**src/rtl/serial_adder_ctrl.sv**
```systemverilog
// serial_adder_ctrl
// -----------------
// Bit-serial add/subtract unit. A single full adder is stepped over WIDTH
// clock cycles, LSB first, with a carry flip-flop closing the carry loop.
// One result is produced every WIDTH+1 cycles when start is held high.
//
// Ports:
//   clk        rising-edge clock
//   rst        asynchronous, active-high reset (all state cleared)
//   start      request a new operation (sampled in IDLE or DONE only)
//   a, b       WIDTH-bit operands, sampled with start
//   c_in       carry-in (add) / borrow-in (sub), sampled with start
//   sub        0: a+b+c_in, 1: a-b-c_in, sampled with start
//   busy       high while bits are being processed (state RUN)
//   done       one-cycle pulse when sum/c_out have just been updated
//   sum        result, held until the next completion
//   c_out      final carry (sub: 1 = no borrow), held with sum
//   state_dbg  current FSM state encoding (IDLE=0, RUN=1, DONE=2)
//
// Handshake: start is a level request. It is accepted on any rising edge
// where the FSM is in IDLE or DONE; a, b, c_in and sub are captured on
// that same edge. There is no back-pressure on the result: done is a
// single-cycle pulse and sum/c_out stay valid until the next completion.

module half_adder (
    input  logic x,
    input  logic y,
    output logic s,
    output logic c
);
    assign s = x ^ y;
    assign c = x & y;
endmodule

module full_adder (
    input  logic x,
    input  logic y,
    input  logic ci,
    output logic s,
    output logic co
);
    logic s1, c1, c2;

    half_adder u_ha0 (.x(x),  .y(y),  .s(s1), .c(c1));
    half_adder u_ha1 (.x(s1), .y(ci), .s(s),  .c(c2));

    assign co = c1 | c2;
endmodule

module serial_adder_ctrl #(
    parameter int WIDTH = 8
) (
    input  logic             clk,
    input  logic             rst,
    input  logic             start,
    input  logic [WIDTH-1:0] a,
    input  logic [WIDTH-1:0] b,
    input  logic             c_in,
    input  logic             sub,
    output logic             busy,
    output logic             done,
    output logic [WIDTH-1:0] sum,
    output logic             c_out,
    output logic [1:0]       state_dbg
);
    localparam int CW = $clog2(WIDTH + 1);
    localparam logic [CW-1:0] LAST = CW'(WIDTH - 1);

    typedef enum logic [1:0] {
        IDLE = 2'd0,
        RUN  = 2'd1,
        DONE = 2'd2
    } state_t;

    state_t state_q, state_d;

    logic [WIDTH-1:0] a_q, b_q, res_q, res_next, sum_q;
    logic             carry_q, c_out_q;
    logic [CW-1:0]    cnt_q;
    logic             load, last;
    logic             fa_s, fa_co;

    full_adder u_fa (
        .x (a_q[0]),
        .y (b_q[0]),
        .ci(carry_q),
        .s (fa_s),
        .co(fa_co)
    );

    // New sum bit enters at the MSB; after WIDTH shifts bit 0 holds the LSB.
    // Written as shift/or so it stays valid for WIDTH=1.
    assign res_next = (res_q >> 1) | (WIDTH'(fa_s) << (WIDTH - 1));

    // State register
    always_ff @(posedge clk or posedge rst) begin
        if (rst) begin
            state_q <= IDLE;
        end else begin
            state_q <= state_d;
        end
    end

    // Next-state and control decode
    always_comb begin
        state_d = state_q;
        load    = 1'b0;
        last    = 1'b0;
        case (state_q)
            IDLE, DONE: begin
                if (start) begin
                    state_d = RUN;
                    load    = 1'b1;
                end else begin
                    state_d = IDLE;
                end
            end
            RUN: begin
                if (cnt_q == LAST) begin
                    last    = 1'b1;
                    state_d = DONE;
                end
            end
            default: state_d = IDLE;
        endcase
    end

    // Datapath. Subtraction is a + ~b + ~c_in, so B is inverted and the
    // incoming borrow is flipped into a carry when the operands are loaded.
    always_ff @(posedge clk or posedge rst) begin
        if (rst) begin
            a_q     <= '0;
            b_q     <= '0;
            res_q   <= '0;
            sum_q   <= '0;
            carry_q <= 1'b0;
            c_out_q <= 1'b0;
            cnt_q   <= '0;
        end else if (load) begin
            a_q     <= a;
            b_q     <= b ^ {WIDTH{sub}};
            carry_q <= c_in ^ sub;
            cnt_q   <= '0;
        end else if (state_q == RUN) begin
            a_q     <= a_q >> 1;
            b_q     <= b_q >> 1;
            carry_q <= fa_co;
            cnt_q   <= cnt_q + CW'(1);
            res_q   <= res_next;
            if (last) begin
                sum_q   <= res_next;
                c_out_q <= fa_co;
            end
        end
    end

    assign busy      = (state_q == RUN);
    assign done      = (state_q == DONE);
    assign sum       = sum_q;
    assign c_out     = c_out_q;
    assign state_dbg = state_q;

endmodule

```
**config.mk**
```make
export PLATFORM = sky130hd
export DESIGN_NAME = serial_adder_ctrl
export DESIGN_NICKNAME = d
export VERILOG_FILES = /design/src/rtl/serial_adder_ctrl.sv
export SDC_FILE = /design/constraint.sdc
export NUM_CORES = 1
export LEC_CHECK = 0
export CORE_MARGIN = 2
export CORE_UTILIZATION = 50
export CTS_CLUSTER_SIZE = 12
export DETAILED_ROUTE_END_ITERATION = 8
export PLACE_DENSITY_LB_ADDON = 0.2
export SLEW_MARGIN = 40
export SYNTH_ARGS = -nofsm -noshare
export SYNTH_HDL_FRONTEND = slang
export SYNTH_SLANG_ARGS = --single-unit
```
**constraint.sdc**
```tcl
create_clock -name clk -period 1.95 [get_ports clk]
set_input_delay 0.585 -clock clk [delete_from_list [all_inputs] [get_ports clk]]
set_output_delay 0.585 -clock clk [all_outputs]
set_load 0.05 [all_outputs]
```
# After elaboration in Yosys (flattened, before gate mapping)

Index checks and enable logic that the tools add are counted.

Add/sub/neg operators: 1
Equal/unequal tests: 4
Muxes and demuxes: 15
Bitwise logic cells: 9
Reduce and logical (&&, ||, !) cells: 5

Operators with widths:

| kind                                                  | count |
|---|---|
| 2-to-1 mux 8 bit                                      | 4 |
| 2-to-1 mux 4 bit                                      | 2 |
| bitwise OR 7 x 8 -> 8 bit                             | 1 |
| bitwise XOR 8 bit                                     | 1 |
| 2-to-1 mux 1 bit                                      | 7 |
| adder 4 x 1 -> 4 bit, second input constant           | 1 |
| == test 4 x 3 -> 1 bit, second input constant         | 1 |
| case mux 2 bit (2 select lines)                       | 1 |
| AND reduction 3 bit                                   | 1 |
| bitwise XOR 1 bit                                     | 3 |
| AND 1 bit                                             | 2 |
| == test 2 x 1 -> 1 bit, second input constant         | 1 |
| == test 2 bit, second input constant                  | 1 |
| logical NOT 2 bit                                     | 1 |
| 2-to-1 mux 2 bit                                      | 1 |
| inequality test 2 x 1 -> 1 bit, second input constant | 1 |
| AND reduction 2 bit                                   | 1 |
| nonzero test 2 bit                                    | 1 |
| OR reduction 2 bit                                    | 1 |
| NOT 1 bit                                             | 1 |
| bitwise OR 1 bit                                      | 1 |

Register bits after elaboration: 40
Bits of input ports: 21
Output and inout bits: 13
Logic and storage cells: 42

# Depth between registers and ports, before layout

Depth after elaboration: 5
Depth in mapped cells: 7
Depth with buffers taken out: 4

# By module

A second synthesis with hierarchy kept.

Cell total of the unflattened synthesis: 138
Area total of the unflattened synthesis: 1791.7 µm²

By module, submodules not included:

| module            | instances | cells an instance | area each (µm²) | sequential area each (µm²) |
|---|---|---|---|---|
| serial_adder_ctrl | 1         | 135               | 1760.4          | 975.9 |
| half_adder        | 2         | 1                 | 12.5            | 0.0 |
| full_adder        | 1         | 1                 | 6.3             | 0.0 |

# Least setup slack after synthesis

Ideal clock, no wire load.

Path kind: flip-flop to output port
From: register state_q[1] (netlist: state_dbg[1])
To: output port busy
Arrival: 1.490 ns
Required time: 1.365 ns
Path slack: -0.125 ns
Cell stages (with the launch flop): 6
Buffers on the path: 3
Path through: dfrtp_1 > nand2b_1 > buf_6 > inv_1 > buf_2 > buf_2

Cells in the longest elaborated chain, start to end: 1

Ends and longest elaborated chain:

| element                | line | text |
|---|---|---|
| start, declared        | 75   | `state_t state_q, state_d;` |
| start signal, assigned | 100  | `state_q <= state_d;` |
| == test 2 x 1 -> 1 bit | 157  | `assign busy = (state_q == RUN);` |
| end, declared          | 60   | `output logic busy,` |

Every way passes these cells.

# Final worst setup path

Same ends and word-level chain as after synthesis.

==> flow_summary.ini <==
[clock_network]
clock_sinks = 39
cts_htree_levels = 2
worst_skew_pair.late_latency_ns = 0.34
cts.reportedPaths.clkPinSlew_ns = 0.11
cts_buffer_depth = 2
cts-hold-fix-buffers = 0
clk_root_buf = clkbuf_4
numCtsBuffers = 5
cts_tree = yes
post_cts.repair.setup_buffers = 0

[run]
max_cap_violations = 0

[timing]
max_clock_freq_mhz = 533
relSlewSlack = 0.656
fin_worst_hold_slack_ns = 0.492
max_slew.worst_pin.slew_ns = 0.514
timing.final.ws_setup_ns = 0.0748
skew_ns = 0.0123
final_period_minus_worst_setup_slack_ns = 1.88
hold_violations = 0
finalCritPeriodShare = 0.962
grt_setup_unrepaired = false
final.setup.tns_ns = 0
setup-violations-final = 0
finalMaxSlewViolations = 0

[run_status]
status = finished, final reports clean

[setup_path]
setup.worst_path.start_class = register
critical_path_fanout_max = 7
crit_path_cell_trace = nand2b_2, inv_2, buf_12
cp_num_buf_inv = 2
data_required_time_at_the_worst_endpoint_ns = 1.36
critical_path_class = register to primary output
crit_slowest_cell = dfrtp_2
critPathTopFamily = flip-flops
cp_data_arrival_time_ns = 1.29
worst_path_largest_cell_delay_ns = 0.42
worstSetupEndpointType = primary output

[synthesis]
synth_fp_nets = 188
netlist_area_um2 = 1720
synth_largest_type_area_fraction = 0.567
synth-seq-area-share = 0.567
number_of_flops_mapped_to_enable_cells_by_yosys = 0
top_cells_by_count_synth = 46 x nand2_1, 39 x dfrtp_1, 11 x nor2_1, 10 x mux2_2
ys_warn_count = 0
synth_cell_type_count = 27
synthesis.area_per_instance_um2 = 10.4
predominant_post_synthesis_flop_cell = dfrtp_1
post_synth_inst_count = 165
ys_top_cells_by_area = dfrtp_1 57%, nand2_1 10%, mux2_2 6.5%
synth_top_cell_by_area = dfrtp_1
yosysMostFrequentCell = nand2_1
synthArstFlopShare = 1.00
ys_ff_latch = 39

[cells_and_area]
fin_nets = 225
antenna_cells_inserted = 0
area_delta_synth_final_pct = 29.4
post_route_cells_drive_above_1_share = 0.217
final_cell_area_excluding_filler_cells_um2 = 2230

[power]
cellPowerDensity_nw_per_um2 = 1750
static-leakage-power_nw = 1.04
max-vdd-ir-drop_uv = 778

[drt]
ant_nets = 0
routed_wl_um = 3560
routed_wire_length_per_instance_um = 14.3
route.detailed.vias_per_inst = 5.37
detail_route.first_pass.iterations = 4
initial_drt_markers = 36
route.vias.total = 1338
number_of_remaining_drc_errors = 0

[global_routing]
grt_start_max_net_pins = 40
antenna_violations_before_repair = 0
overflow = 0
grt_first_pass_wirelength_um = 6000
grt_pass1_vias = 1333
groute.usage.overall = 0.196

[floorplan]
core_area_um2 = 3310
initial_utilization = 0.520
ios = 34
die_area_um2 = 3930
die_w_um = 62.7
placementRows = 21
fp.dieH_um = 62.7

[placed_design]
finalWeightedCongestion = 0.767
detailedPlacementHpwl_um = 2540
place_ws_ns = 0.0366
placed_area_um2 = 2120
port_buffers = 33

[hold_path]
worstHoldPathType = register to register
## where the power goes
| part | switching, mW | internal, mW |
|---|---|---|
| combinational | 1.08 | 0.709 |
| clock | 0.276 | 0.399 |
| sequential | 0.243 | 1.19 |
| total | 1.59 | 2.30 |
## metrics by stage
stage                     cells  utilization  power [mW]
after floorplan             165            -        2.69
after global placement      241        0.641        3.15
after detailed placement    241        0.641        3.24
after CTS                   249        0.673        3.92
after global routing        249        0.673        4.15
final                       249        0.673        3.89
## cell type report
cell class	count	area, µm²
clock inverters	3	67.6
fillers	286	1080
clock buffers	5	37.5
inverters	2	7.51
flip-flops and latches	39	978
repair buffers	41	395
well taps	46	57.6
multi-input cells	113	684
## registers in the layout, summed over array words and instances, names as in the netlist
register,cells
res_q,7
c_out,1
carry_q,1
a_q,8
b_q,8
sum,8
state_dbg,2
cnt_q,4
## cell usage in the layout (no fill, tap or decap), drive strengths merged
cell and n:
xor2 7, mux2i 2, nand4 1, a22o 2, dfrtp 39, a22oi 5
clkdlybuf4s50 20, nor2 11, clkinvlp 1, o21ai 2, inv 2, o22ai 1
nand2 46, nor3 2, buf 21, nor2b 1, bufinv 2, and2b 1
ha 1, a221o 2, a21oi 1, xnor2 2, nand2b 2, nand3 6
mux2 10, clkbuf 5, a31oi 7, fa 1
## path summary, 6_finish.rpt
kind,from,slack [ns],endpoint,depth (start not counted)
worst max-delay path,state_dbg[1],0.07,busy,3
worst min-delay path,res_q[1],0.49,res_q[1],2
worst max register to register,state_dbg[1],0.29,sum[1],3
worst min register to register,res_q[1],0.49,res_q[1],2
max in group asynchronous,rst,1.16,state_dbg[0],3
min in group asynchronous,rst,0.59,a_q[7],3
## tightest hold or removal path, cell delays in order, from the launching register on
cell and delay, ns:
dfrtp_1 0.36, nand2_1 0.05, nand2_1 0.05
## what timing repair did
action,4_1_cts,5_1_grt
endpoints found under the setup margin,1,0
hold endpoints to repair,0,0
resized for setup,2,0
## logic make-up after synthesis
logic type | after synthesis | synth area share
adder cells (fa/ha/maj) | 2 | 0.0189
multiplexers | 12 | 0.0770
flip-flops | 39 | 0.567
AND/OR/NAND/NOR | 70 | 0.173
AO/OA/AOI/OAI | 20 | 0.0814
buffers and inverters | 13 | 0.0371
XOR/XNOR | 9 | 0.0458
## layer usage
layer  GRT usage  up-vias  wire [µm]
li1            -      626          -
met1       0.244      649       1480
met2       0.327       56       1800
met3      0.0486        7        220
met4      0.0806        0         59
met5           0        -          0
No activity file was read; power rests on OpenSTA's default activity.
